## src/rtl/spinner_bank.sv

```systemverilog
// rtl/spinner_bank.sv - multi-channel spinner/paddle angle registers with acceleration, delta and preset
module spinner_bank #(
   parameter int CHANNELS   = 2,
   parameter int WIDTH      = 8,
   parameter int STEP       = 4,
   parameter int ACCEL_MAX  = 3,
   parameter int ACCEL_HOLD = 8,
   parameter int CLAMP      = 0,
   parameter int RESET_VAL  = 0
) (
   input  logic                      clk,
   input  logic                      reset_n,
   input  logic                      strobe,
   input  logic [CHANNELS-1:0]       minus,
   input  logic [CHANNELS-1:0]       plus,
   input  logic [CHANNELS-1:0]       use_spinner,
   input  logic                      delta_valid,
   input  logic [2:0]                delta_ch,
   input  logic [7:0]                delta,
   input  logic                      preset_we,
   input  logic [2:0]                preset_ch,
   input  logic [WIDTH-1:0]          preset_value,
   output logic [CHANNELS*WIDTH-1:0] angle,
   output logic [CHANNELS-1:0]       moving
);

   // Signed intermediate wide enough for angle + accelerated step + delta
   localparam int SW = WIDTH + 10;
   localparam int HW = 8;
   localparam int LW = 4;
   localparam logic signed [SW-1:0] MAX_S = SW'((1 << WIDTH) - 1);

   logic                strobe_d;
   logic                tick;
   logic [CHANNELS-1:0] plus_d, minus_d, mode_d;
   logic [CHANNELS-1:0] last_valid, last_dir;
   logic [LW-1:0]       level_q [CHANNELS];
   logic [HW-1:0]       hold_q  [CHANNELS];
   logic [WIDTH-1:0]    ang_q   [CHANNELS];

   logic [CHANNELS-1:0] last_valid_n, last_dir_n, moving_n;
   logic [LW-1:0]       level_n [CHANNELS];
   logic [HW-1:0]       hold_n  [CHANNELS];
   logic [WIDTH-1:0]    ang_n   [CHANNELS];

   logic signed [SW-1:0] inc_v, step_v, sum_v;
   logic                 p_edge, m_edge;

   // Per-channel next angle and acceleration state
   always_comb begin
      tick         = strobe & ~strobe_d;
      inc_v        = '0;
      step_v       = '0;
      sum_v        = '0;
      p_edge       = 1'b0;
      m_edge       = 1'b0;
      last_valid_n = last_valid;
      last_dir_n   = last_dir;
      moving_n     = '0;
      for (int i = 0; i < CHANNELS; i++) begin
         inc_v      = '0;
         step_v     = SW'(STEP) << level_q[i];
         level_n[i] = level_q[i];
         hold_n[i]  = hold_q[i];
         if (use_spinner[i]) begin
            level_n[i]      = '0;
            hold_n[i]       = '0;
            last_valid_n[i] = 1'b0;
            p_edge          = plus[i] & ~plus_d[i];
            m_edge          = minus[i] & ~minus_d[i];
            if (p_edge && !m_edge)
               inc_v = SW'(1);
            else if (m_edge && !p_edge)
               inc_v = {SW{1'b1}};
         end else if (tick) begin
            if (plus[i] ^ minus[i]) begin
               last_valid_n[i] = 1'b1;
               last_dir_n[i]   = plus[i];
               if (last_valid[i] && (last_dir[i] != plus[i])) begin
                  // Reversal tick: stand still, restart acceleration
                  level_n[i] = '0;
                  hold_n[i]  = '0;
               end else begin
                  inc_v = plus[i] ? step_v : -step_v;
                  if (hold_q[i] == HW'(ACCEL_HOLD - 1)) begin
                     hold_n[i] = '0;
                     if (level_q[i] < LW'(ACCEL_MAX))
                        level_n[i] = level_q[i] + 1'b1;
                  end else begin
                     hold_n[i] = hold_q[i] + 1'b1;
                  end
               end
            end else begin
               level_n[i]      = '0;
               hold_n[i]       = '0;
               last_valid_n[i] = 1'b0;
            end
         end
         if (use_spinner[i] != mode_d[i]) begin
            level_n[i]      = '0;
            hold_n[i]       = '0;
            last_valid_n[i] = 1'b0;
         end
         if (delta_valid && (delta_ch == 3'(i)))
            inc_v = inc_v + {{(SW-8){delta[7]}}, delta};
         sum_v = $signed({10'b0, ang_q[i]}) + inc_v;
         if (CLAMP != 0) begin
            if (sum_v < 0)
               ang_n[i] = '0;
            else if (sum_v > MAX_S)
               ang_n[i] = '1;
            else
               ang_n[i] = sum_v[WIDTH-1:0];
         end else begin
            ang_n[i] = sum_v[WIDTH-1:0];
         end
         if (preset_we && (preset_ch == 3'(i))) begin
            ang_n[i]        = preset_value;
            level_n[i]      = '0;
            hold_n[i]       = '0;
            last_valid_n[i] = 1'b0;
         end
         moving_n[i] = (ang_n[i] != ang_q[i]);
      end
   end

   // State registers; history updates every cycle regardless of mode
   always_ff @(posedge clk or negedge reset_n) begin
      if (!reset_n) begin
         strobe_d   <= 1'b0;
         plus_d     <= '0;
         minus_d    <= '0;
         mode_d     <= '0;
         last_valid <= '0;
         last_dir   <= '0;
         moving     <= '0;
         for (int i = 0; i < CHANNELS; i++) begin
            level_q[i] <= '0;
            hold_q[i]  <= '0;
            ang_q[i]   <= WIDTH'(RESET_VAL);
         end
      end else begin
         strobe_d   <= strobe;
         plus_d     <= plus;
         minus_d    <= minus;
         mode_d     <= use_spinner;
         last_valid <= last_valid_n;
         last_dir   <= last_dir_n;
         moving     <= moving_n;
         for (int i = 0; i < CHANNELS; i++) begin
            level_q[i] <= level_n[i];
            hold_q[i]  <= hold_n[i];
            ang_q[i]   <= ang_n[i];
         end
      end
   end

   // Pack channel angles onto the output bus
   always_comb begin
      angle = '0;
      for (int i = 0; i < CHANNELS; i++)
         angle[i*WIDTH +: WIDTH] = ang_q[i];
   end

endmodule

```

## config.mk

```make
export PLATFORM = sky130hd
export DESIGN_NAME = spinner_bank
export DESIGN_NICKNAME = d
export VERILOG_FILES = /design/src/rtl/spinner_bank.sv
export SDC_FILE = /design/constraint.sdc
export NUM_CORES = 1
export LEC_CHECK = 0
export BUFFER_PORTS_ARGS = -buffer_cell sky130_fd_sc_hd__buf_2
export CAP_MARGIN = 20
export CORE_MARGIN = 2
export CORE_UTILIZATION = 30
export DETAILED_ROUTE_END_ITERATION = 10
export SETUP_SLACK_MARGIN = 0.2
export SYNTH_ARGS = -nofsm -noshare
export SYNTH_HDL_FRONTEND = slang
export SYNTH_SLANG_ARGS = --single-unit
```

## constraint.sdc

```tcl
create_clock -name clk -period 11.8 [get_ports clk]
set_clock_uncertainty 0.15 [all_clocks]
set_input_delay 1.77 -clock clk [delete_from_list [all_inputs] [get_ports clk]]
set_output_delay 1.77 -clock clk [all_outputs]
set_load 0.02 [all_outputs]
```

Yosys cells after proc, flatten, opt, wreduce, memory -nomap -nowiden

Index checks and enable logic that the tools add are counted.

RAM bits: 0
Logic and storage cells: 137
Register bits after elaboration: 53
Output and inout port bits: 18
Bits of input ports: 33
Memories: 0
Latch bits: 0
Bits in read-only memories: 0

Muxes and demuxes: 58
Multiply operators: 0
Equal/unequal tests: 14
Bitwise gates (word level): 14
Shifts and indexed selects: 2
$add $sub $neg: 10
Reduce and logical (&&, ||, !) cells: 22
Order comparisons: 2
Divide/modulo/power cells: 0

Operators by type and width:

| operator                                            | count |
|---|---|
| two-way mux 8 bit                                   | 32 |
| two-way mux 4 bit                                   | 16 |
| adder 8 bit                                         | 4 |
| != test 6 x 2 -> 1 bit, second input constant       | 4 |
| adder 8 x 1 -> 8 bit, second input constant         | 2 |
| equality test 8 x 3 -> 1 bit, second input constant | 2 |
| != test 8 bit                                       | 2 |
| negator 8 bit                                       | 2 |
| left shift 3 x 4 -> 8 bit, first input constant     | 2 |
| AND reduction 3 bit                                 | 4 |
| logical AND 1 bit                                   | 10 |
| two-way mux 1 bit                                   | 10 |
| adder 4 x 1 -> 4 bit, second input constant         | 2 |
| < comparator 4 x 2 -> 1 bit, second input constant  | 2 |
| nonzero test 4 bit                                  | 2 |
| NOT 1 bit                                           | 7 |
| equality test 3 x 1 -> 1 bit, second input constant | 2 |
| logical NOT 3 bit                                   | 2 |
| bitwise AND 1 bit                                   | 5 |
| logical NOT 1 bit                                   | 4 |
| != test 1 bit                                       | 4 |
| XOR 1 bit                                           | 2 |

Depth between registers and ports, before layout

Depth after elaboration: 12
Depth in mapped cells: 20
Depth with buffers taken out: 20

Worst setup path before layout

Ideal clock, no wire load.

Path kind: input to register
Start: input port plus[0]
End: register moving[0]
Cell stages on the path: 19
Slack: 6.298 ns
Library setup time: 0.070 ns
Required time: 11.580 ns
Arrival: 5.282 ns
Cell sequence: buf_6 or2b_1 ha_1 nor2b_1 ha_1 fa_1 a21o_1 a21oi_1 o21bai_1 a21oi_1 xor2_1 a21oi_1 ha_1 nand2_1 o21a_1 and3_1 or4_4 a31oi_1 nand3b_1

Longest elaborated chain between the ends: 11
Elaborated cells on any way between the ends: 19
Those cells by class: add/sub: 2; eq/ne: 2; mux: 9; bitwise: 2; reduce/logical: 4

Ends and longest elaborated chain:

| element                                                | line   | text |
|---|---|---|
| from (decl)                                            | 15     | `input logic [CHANNELS-1:0] plus,` |
| != test 1 bit or bitwise AND 1 bit (tied branches)     | 79, 69 |  |
| logical AND 1 bit or logical NOT 1 bit (tied branches) | 79, 73 |  |
| two-way mux 8 bit or logical AND 1 bit (tied branches) | 79, 73 |  |
| two-way mux 8 bit (on tied branches)                   | 76, 73 |  |
| two-way mux 8 bit (on tied branches)                   | 75, 71 |  |
| two-way mux 8 bit (*)                                  | 65     | `if (use_spinner[i]) begin` |
| adder 8 bit                                            | 105    | `inc_v = inc_v + {{(SW-8){delta[7]}}, delta};` |
| two-way mux 8 bit (*)                                  | 104    | `if (delta_valid && (delta_ch == 3'(i)))` |
| adder 8 bit (*)                                        | 106    | `sum_v = $signed({10'b0, ang_q[i]}) + inc_v;` |
| two-way mux 8 bit (*)                                  | 117    | `if (preset_we && (preset_ch == 3'(i))) begin` |
| != test 8 bit (*)                                      | 123    | `moving_n[i] = (ang_n[i] != ang_q[i]);` |
| named net moving_n[0]                                  | 41     | `logic [CHANNELS-1:0] last_valid_n, last_dir_n, moving_n;` |
| to (signal assigned)                                   | 149    | `moving <= moving_n;` |
| to (decl)                                              | 24     | `output logic [CHANNELS-1:0] moving` |

The timed path passes the listed nets; every way through them passes the cells marked *.
A chain may end at the register's enable or synchronous reset.

Final worst setup path

Ends and elaborated chain as after synthesis.

==> results.json <==
{
  "status": "finished, final reports clean",
  "clock_path_buffers": 2,
  "rrSetupSlack_ns": 7.30,
  "cap_viol_max_count": 0,
  "setup_violations": 0,
  "firstDrtPassIters": 4,
  "insertion_delay_ns": 0.30,
  "final_nets": 644,
  "multi_input_area_um2": 2940,
  "power.density_nw_per_um2": 151,
  "grt.overflow.total": 0,
  "fp.dieW_um": 125,
  "holdWs_ns": 0.368,
  "drt_iter0_markers": 242,
  "yosysWarnings": 0,
  "drt-total-wl_um": 10400,
  "cts_buffers": 5,
  "synthFlopType": "dfrtp_1",
  "start_util_pct": 30.5,
  "ioPinCount": 51,
  "critical_path_arrival_ns": 5.68,
  "grt_max_degree": 54,
  "ys_seq_elements": 53,
  "area_growth_pct": 14.3,
  "dieHeight_um": 125,
  "drive_above_1_share_pct": 14.9,
  "place_area_um2": 4880,
  "worstRegToRegCells": 20,
  "tns_ns": 0,
  "avgSynthCellArea_um2": 8.59,
  "dieArea_um2": 15700,
  "synth_edf_count": 0,
  "syn_area_um2": 4400,
  "vias_per_cell": 5.08,
  "synthArstFlopShare_pct": 100,
  "drc": 0,
  "fin_area_um2": 5030,
  "power_switching_mw": 0.305,
  "n_fill_cell": 1522,
  "ir_worst_vdd_uv": 66.7,
  "synth_cells": 513,
  "num_rows": 44,
  "routedWlPerCell_um": 14.0,
  "syn-num-nets": 594,
  "postCtsHoldBufs": 0,
  "worst_pin_slew_ns": 0.766,
  "final_antenna_net_count": 0,
  "regArea_um2": 1330,
  "grt_pass1_wl_um": 18100,
  "antenna_found_initial": 0,
  "relSlewSlack_pct": 48.5,
  "vias": 3797,
  "seq_area_frac_synth_pct": 30.1,
  "hold_start": "hold_q[9]$_DFFE_PN0P_",
  "place.port_buffers": 50,
  "fmax_mhz": 179,
  "post_cts_buffers": 0,
  "leakagePower_nw": 2.19,
  "clkSinkCount": 53,
  "power_mw": 0.761,
  "dp_hpwl_um": 8270,
  "power_frac_seq_pct": 33.0,
  "ctsResizeCount": 0,
  "place.gp.congestion": 0.869,
  "final_common_cell": "dfrtp_1",
  "tritoncts": "yes",
  "cts-root-buf": "clkbuf_16",
  "hold_path_class": "flip-flop to flip-flop",
  "cts-htree-levels": 2,
  "rsz0062_at_grt": "false",
  "netSwitchingFraction_pct": 40.1,
  "startpoint_type": "input port",
  "synth.distinct_cells": 54,
  "critPathLaunch": "plus[0]",
  "finalHoldViolCount": 0,
  "drv_slew": 0,
  "grt_pass1_vias": 3807,
  "reg2reg_to": "moving[0]$_DFF_PN0_",
  "crit_fanout": 11,
  "antenna_cells": 0,
  "pwr-share-clk_pct": 20.8,
  "worstHoldEndpoint": "hold_q[9]$_DFFE_PN0P_",
  "endpoint_kind": "flip-flop",
  "p_comb_share_pct": 46.2,
  "finalCriticalPeriod_ns": 5.60,
  "crit_required_ns": 11.88,
  "final_cell_mix": "dfrtp_1, nand2_1, buf_2, nor2_1, ha_1",
  "hold_depth": 1,
  "crit_type": "input port to flip-flop",
  "clk_pin_slew_ns": 0.07,
  "r2r-start": "level_q[4]$_DFFE_PN0P_",
  "coreArea_um2": 14400,
  "grt_usage_pct": 13.9,
  "finalCritPeriodShare_pct": 47.4,
  "power.internal_mw": 0.456
}
-- kinds of logic after synthesis --
kind of cell | share of synthesized area, %
simple gates | 20.6
flops | 30.1
compound gates | 20.3
mux | 2.22
fa+ha+maj | 14.3
xor+xnor | 8.95
buf+inv | 3.49
-- synthesized netlist by cell type, types with 6 or more instances --
cell	n	area (um^2)
and3_1	6	37.5
xnor2_1	23	201
inv_1	26	97.6
o21ai_0	43	215
nor3_1	11	55.1
clkbuf_1	8	30.0
a21oi_1	41	205
ha_1	44	551
xor2_1	22	193
nor2b_1	11	68.8
nand2_1	50	188
o21a_1	12	90.1
a31oi_1	6	37.5
dfrtp_1	53	1330
mux2_2	6	67.6
nor2_1	46	173
nand3_1	15	75.1
o21bai_1	7	52.6
-- per-stage QoR --
stage	instances	utilization (%)	setup WS (ns)
2_1_floorplan	513	-	6.30
3_3_place_gp	740	33.8	6.02
4_1_cts	748	34.9	6.23
5_1_grt	748	34.9	5.87
3_5_place_dp	740	33.8	5.93
6_report	748	34.9	6.20
-- layer usage --
layer | track usage [%] | part of all wire, %
met5 | 0 | 0
met3 | 3.17 | 4.9
met1 | 18.9 | 48
met4 | 4.18 | 2.1
met2 | 22.2 | 45
-- area by class of cell --
class	instances	area share (%)
Sequential cell	53	26.3
Tap cell	184	4.57
Inverter	26	1.94
Timing Repair Buffer	55	5.72
Multi-Input combinational cell	422	58.3
Clock inverter	2	0.323
Clock buffer	6	2.76
-- sequential cells by signal, summed over array words and instances, names as in the netlist --
name        count
moving          2
last_dir        2
hold_q         16
level_q         8
strobe_d        1
plus_d          2
angle          16
last_valid      2
mode_d          2
minus_d         2
-- critical path, cell delays in order --
cell      delay [ns]
buf_2           0.22
xor2_1          0.27
o211ai_2        0.23
o21ai_0         0.35
ha_1            0.34
a21o_1          0.19
a21oi_1         0.22
o21bai_1        0.11
a21oi_1         0.20
xor2_1          0.16
a21oi_1         0.09
ha_1            0.34
nand2_1         0.07
o21a_1          0.18
and3_1          0.19
or4_4           0.49
a31oi_1         0.17
nand3b_1        0.12
-- worst max path at each step --
stage	slack, ns	cells after the start	endpoint
floorplan	6.30	19	moving[0]$_DFF_PN0_
global placement	6.02	19	moving[0]$_DFF_PN0_
detailed placement	5.93	18	moving[0]$_DFF_PN0_
CTS	6.23	19	moving[1]$_DFF_PN0_
global route	5.87	19	moving[1]$_DFF_PN0_
finish	6.20	18	moving[0]$_DFF_PN0_
-- power groups by stage --
stage	logic, mW	clock network, mW	registers [mW]
final	0.352	0.158	0.251
after global routing	0.394	0.174	0.256
after CTS	0.354	0.165	0.251
after detailed placement	0.351	0	0.255
after global placement	0.344	0	0.253
after floorplan	0.231	0	0.282
No activity file was read; power rests on OpenSTA's default activity.
